**src/rtl/bram_stream_reader_pkg.sv**
```systemverilog
// Shared types and constants for the BRAM stream reader: FSM states, buffer
// depth and the read-credit limit used to keep the output buffer from overflowing.
package bram_stream_reader_pkg;

    typedef enum logic [1:0] {
        IDLE  = 2'd0,
        RUN   = 2'd1,
        DRAIN = 2'd2
    } state_t;

    localparam int FIFO_DEPTH   = 2;
    localparam int CREDIT_LIMIT = FIFO_DEPTH;

    // A new read may only go out if its word is guaranteed a slot in the buffer.
    function automatic logic credit_ok(input logic [1:0] occupancy, input logic inflight);
        return ({1'b0, occupancy} + {2'b00, inflight}) < 3'(CREDIT_LIMIT);
    endfunction

endpackage

```
**src/rtl/bram_stream_reader_skid.sv**
```systemverilog
// Two-entry output buffer with fall-through: a word arriving into an empty
// buffer is presented on the head in the same cycle it is pushed.
module bram_stream_skid #(
    parameter int DATA_W = 4
) (
    input  logic              clk,
    input  logic              rst,
    input  logic              push,
    input  logic [DATA_W-1:0] push_data,
    input  logic              pop,
    output logic [1:0]        occupancy,
    output logic              head_valid,
    output logic [DATA_W-1:0] head_data
);

    logic [DATA_W-1:0] entry0;
    logic [DATA_W-1:0] entry1;
    logic [1:0]        count;
    logic              pop_stored;
    logic              store;

    assign occupancy  = count;
    assign head_valid = (count != 2'd0) || push;
    assign head_data  = (count != 2'd0) ? entry0 : (push ? push_data : '0);

    // A pushed word popped straight through the empty buffer is never stored.
    assign pop_stored = pop && (count != 2'd0);
    assign store      = push && !((count == 2'd0) && pop) && ((count != 2'd2) || pop_stored);

    always_ff @(posedge clk) begin
        if (rst) begin
            count  <= 2'd0;
            entry0 <= '0;
            entry1 <= '0;
        end else begin
            case ({pop_stored, store})
                2'b10: begin
                    entry0 <= entry1;
                    count  <= count - 2'd1;
                end
                2'b01: begin
                    if (count == 2'd0) begin
                        entry0 <= push_data;
                    end else begin
                        entry1 <= push_data;
                    end
                    count <= count + 2'd1;
                end
                2'b11: begin
                    if (count == 2'd1) begin
                        entry0 <= push_data;
                    end else begin
                        entry0 <= entry1;
                        entry1 <= push_data;
                    end
                end
                default: ;
            endcase
        end
    end

endmodule

```
**src/rtl/bram_stream_reader.sv**
```systemverilog
// Streaming read controller for a ROM-configured BRAM port: issues a bounded or
// looping address sequence, absorbs the one-cycle read latency and emits a
// valid/ready stream. Define BRAM_STREAM_READER_PACE_EN to enable read pacing.
module bram_stream_reader
    import bram_stream_reader_pkg::*;
#(
    parameter int ADDR_W = 10,
    parameter int DATA_W = 4,
    parameter int PACE_W = 16
) (
    input  logic              clk,
    input  logic              rst,
    input  logic              start,
    input  logic [ADDR_W-1:0] base_addr,
    input  logic [ADDR_W-1:0] last_off,
    input  logic              loop_en,
    input  logic              stop,
    input  logic [PACE_W-1:0] pace_div,
    output logic [ADDR_W-1:0] bram_addr,
    output logic              bram_clken,
    input  logic [DATA_W-1:0] bram_dout,
    output logic              m_valid,
    output logic [DATA_W-1:0] m_data,
    input  logic              m_ready,
    output logic              busy,
    output logic              done
);

    state_t            state;
    state_t            next_state;
    logic [ADDR_W-1:0] base_q;
    logic [ADDR_W-1:0] last_q;
    logic              loop_q;
    logic [ADDR_W-1:0] off_q;
    logic              inflight;
    logic              issue;
    logic              pace_zero;
    logic [1:0]        occupancy;

`ifdef BRAM_STREAM_READER_PACE_EN
    logic [PACE_W-1:0] pace_cnt;

    // Counter starts at zero for each run so the first read goes out immediately.
    always_ff @(posedge clk) begin
        if (rst) begin
            pace_cnt <= '0;
        end else if (state == IDLE) begin
            pace_cnt <= '0;
        end else if (issue) begin
            pace_cnt <= pace_div;
        end else if (pace_cnt != '0) begin
            pace_cnt <= pace_cnt - PACE_W'(1);
        end
    end

    assign pace_zero = (pace_cnt == '0);
`else
    logic unused_pace;

    assign unused_pace = ^pace_div;
    assign pace_zero   = 1'b1;
`endif

    always_ff @(posedge clk) begin
        if (rst) begin
            state <= IDLE;
        end else begin
            state <= next_state;
        end
    end

    always_comb begin
        next_state = state;
        issue      = 1'b0;
        done       = 1'b0;
        case (state)
            IDLE: begin
                if (start) begin
                    next_state = RUN;
                end
            end
            RUN: begin
                if (stop) begin
                    next_state = DRAIN;
                end else if (pace_zero && credit_ok(occupancy, inflight)) begin
                    issue = 1'b1;
                    if ((off_q == last_q) && !loop_q) begin
                        next_state = DRAIN;
                    end
                end
            end
            DRAIN: begin
                if (!inflight && (occupancy == 2'd0)) begin
                    next_state = IDLE;
                    done       = 1'b1;
                end
            end
            default: next_state = IDLE;
        endcase
    end

    // Run parameters are captured only from IDLE so a start during a run has no effect.
    always_ff @(posedge clk) begin
        if (rst) begin
            base_q   <= '0;
            last_q   <= '0;
            loop_q   <= 1'b0;
            off_q    <= '0;
            inflight <= 1'b0;
        end else begin
            inflight <= issue;
            if ((state == IDLE) && start) begin
                base_q <= base_addr;
                last_q <= last_off;
                loop_q <= loop_en;
                off_q  <= '0;
            end else if (issue) begin
                off_q <= (off_q == last_q) ? '0 : off_q + ADDR_W'(1);
            end
        end
    end

    assign bram_addr  = base_q + off_q;
    assign bram_clken = issue;
    assign busy       = (state != IDLE);

    bram_stream_skid #(
        .DATA_W (DATA_W)
    ) u_skid (
        .clk        (clk),
        .rst        (rst),
        .push       (inflight),
        .push_data  (bram_dout),
        .pop        (m_valid && m_ready),
        .occupancy  (occupancy),
        .head_valid (m_valid),
        .head_data  (m_data)
    );

endmodule
```
**config.mk**
```make
export PLATFORM = sky130hd
export DESIGN_NAME = bram_stream_reader
export DESIGN_NICKNAME = d
export VERILOG_FILES = /design/src/rtl/bram_stream_reader_pkg.sv /design/src/rtl/bram_stream_reader_skid.sv /design/src/rtl/bram_stream_reader.sv
export SDC_FILE = /design/constraint.sdc
export NUM_CORES = 1
export LEC_CHECK = 0
export ABC_AREA = 1
export CAP_MARGIN = 20
export CORE_MARGIN = 10
export CORE_UTILIZATION = 44
export CTS_CLUSTER_DIAMETER = 50
export CTS_CLUSTER_SIZE = 25
export DETAILED_ROUTE_END_ITERATION = 7
export HOLD_SLACK_MARGIN = 0.12
export PLACE_DENSITY = 0.76
export SYNTH_ARGS = -nofsm -noshare
export SYNTH_HDL_FRONTEND = slang
export SYNTH_SLANG_ARGS = --single-unit
```
**constraint.sdc**
```tcl
create_clock -name clk -period 2.3 [get_ports clk]
set_input_delay 0.345 -clock clk [delete_from_list [all_inputs] [get_ports clk]]
set_output_delay 0.345 -clock clk [all_outputs]
set_load 0.01 [all_outputs]
```
==> flow_metrics.tcl <==
set metrics [dict create \
    grt_usage_pct 13.9 \
    cp.arrival_ns 1.88 \
    utilization_pct 61.3 \
    post-route-period-util_pct 96.8 \
    path_max_fanout 2 \
    netlist_area_mm2 0.00248 \
    clockRootBuffer "clkbuf_8" \
    top_level_ports 64 \
    ys_ff_latch 44 \
    instances_no_fill 490 \
    cts_sinks 44 \
    p_leak_nw 1.47 \
    slew_viol_final 0 \
    synth_seq_area_share_pct 35.6 \
    p_switching_uw 464 \
    grt_pass1_vias 2371 \
    drive_above_1_share_pct 16.7 \
    die_width_um 95.0 \
    internal_power_mw 1.20 \
    ant_nets 0 \
    holdPathStages 2 \
    antenna_found_initial 0 \
    htreeDepth 2 \
    hold_viol 0 \
    vias 2393 \
    post_drt_via_cell_ratio 4.88 \
    routed_wl_mm 6.10 \
    start_util_pct 45.2 \
    synth_cell_types 29 \
    worst_setup_path_start_kind "register" \
    combPwrFrac_pct 20.5 \
    dp.cells 481 \
    ys_warn_count 0 \
    place_area_mm2 0.00317 \
    worstSetupPathType "reg -> out" \
    clockPowerShare_pct 29.9 \
    synth_ff_type "dfxtp_1" \
    cap_violations 0 \
    overflow 0 \
    synthCells 347 \
    ir_drop_mv 0.296 \
    finalSetupViolCount 0 \
    core_mm2 0.00547 \
    final_area_mm2 0.00336 \
    status "completed" \
    synth_edf_count 0 \
    drc 0 \
    skew_ns 0.00909 \
    grt_pass1_wl_mm 10.3 \
    required_ns 1.96 \
    grt_max_degree 18 \
    hold_path_class "reg -> reg" \
    die_h_um 95.0 \
    reg2regPathDepth 14 \
    async_reset_ff_share_pct 0 \
    clk_pin_slew_worst_paths_ns 0.08 \
    pwr_density_cell_mw_per_mm2 497 \
    rows 27 \
    tightest_slew_ns 0.348 \
    relSlewSlack_pct 76.8 \
    finalCriticalPeriod_ns 2.23 \
    wl_per_cell_um 12.4 \
    cts_inserted_buffers 5 \
    syn_avg_cell_area_um2 7.14 \
    p_seq_share_pct 49.6 \
    dr.pass1.iters 4 \
    worst_skew_pair.late_latency_ns 0.30 \
    syn_to_final_growth_pct 35.6 \
    nets 479 \
    drt_iter0_markers 105 \
    cts_tree "built" \
    die_area_mm2 0.00903 \
    timing.fmax_mhz 449 \
    cts_max_path_buffers 2 \
    fin_setup_tns_ns 0 \
    n_antenna_cell 0 \
    gp_congestion 0.833 \
    io_buffer_count 47 \
    dp_hpwl_mm 4.69 \
    syn_nets 409 \
    worstSetupEndpointType "primary output" \
    switching_share_pct 27.8 \
]
[power by group through the flow]
stage                     combinational (mW)  sequential [mW]  clock [mW]
after floorplan                        0.193            0.836           0
after global routing                   0.383            0.832       0.529
final                                  0.341            0.827       0.499
after CTS                              0.336            0.824       0.510
after detailed placement               0.340            0.841           0
after global placement                 0.333            0.841           0
[cell families after synthesis]
logic type | Yosys count | synth area share (%)
compound gates | 66 | 15.3
xor+xnor | 18 | 6.37
simple gates | 151 | 26.3
fa+ha+maj | 16 | 8.39
flops | 44 | 35.6
buf+inv | 52 | 8.08
[critical path, stage by stage (launching register included)]
cell	delay [ns]
dfxtp_1	0.33
ha_2	0.20
fa_2	0.52
clkdlybuf4s50_1	0.54
[Yosys cell counts (4+ instances only)]
cell type	n	area share [%]
clkbuf_1	4	0.61
nor2_1	31	4.7
xnor2_1	6	2.1
xor2_1	12	4.2
buf_2	4	0.81
inv_1	40	6.1
a211oi_1	10	3.0
nand4_1	5	1.3
o22ai_1	4	1.0
nand2_1	94	14
inv_2	4	0.61
nand3_1	9	1.8
o21ai_0	12	2.4
ha_1	15	7.6
a21oi_1	36	7.3
dfxtp_1	44	36
[metrics by stage]
step                      power (mW)  setup slack, ns  hold WS, ns
after floorplan                 1.03            0.136        0.440
after global placement          1.17          -0.0431        0.452
after detailed placement        1.18          -0.0437        0.456
after CTS                       1.67           0.0201        0.469
after global routing            1.74         -0.00263        0.491
final                           1.67           0.0747        0.468
[per-layer routing]
layer	routed length [µm]	track usage, %	part of all wire (%)	vias to the layer above
met5	0	0	0	-
met4	82	4.61	1.3	0
met3	230	3.14	3.8	8
met1	2640	15.7	43	1085
li1	-	-	-	1259
met2	3140	25.3	52	41
[area by class of cell]
cell class	instances	area, µm²
fill	498	2120
multi-input combinational	251	1500
sequential	44	883
timing repair buffer	71	627
inverter	44	165
tap	72	90.1
clock buffer	6	82.6
clock inverter	2	10.0
[what timing repair did]
action / CTS / global route
setup endpoints to repair: 16 / 14
hold buffers: 0 / 0
buffers inserted: 0 / 1
resized for setup: 24 / 24
pin swaps: 0 / 4
cloned: 0 / 0
[state kept, by name, indices dropped and copies added (netlist names)]
name,flops
base_q,10
inflight,1
last_q,10
loop_q,1
off_q,10
state,2
u_skid.entry0,4
u_skid.entry1,4
u_skid.occupancy,2
[worst paths after layout]
| path | startpoint | endpoint | slack, ns |
|---|---|---|---|
| hold reg to reg | loop_q | loop_q | 0.47 |
| hold / removal | loop_q | loop_q | 0.47 |
| setup reg to reg | u_skid.occupancy[0] | u_skid.entry0[1] | 0.18 |
| setup / recovery | base_q[0] | bram_addr[1] | 0.07 |
[placed cells by master (no fill, tap or decap), drive strengths merged, types with 3 or more instances in the layout]
| cell | instances |
|---|---|
| nand2 | 97 |
| dfxtp | 44 |
| inv | 44 |
| a21oi | 36 |
| nor2 | 36 |
| clkdlybuf4s50 | 35 |
| buf | 26 |
| ha | 15 |
| o21ai | 13 |
| xor2 | 12 |
| a211oi | 10 |
| nand3 | 9 |
| dlygate4sd2 | 7 |
| clkbuf | 7 |
| xnor2 | 6 |
| nand4 | 5 |
| o22ai | 4 |
| nor3 | 3 |
Power figures use the tool's default switching activity.
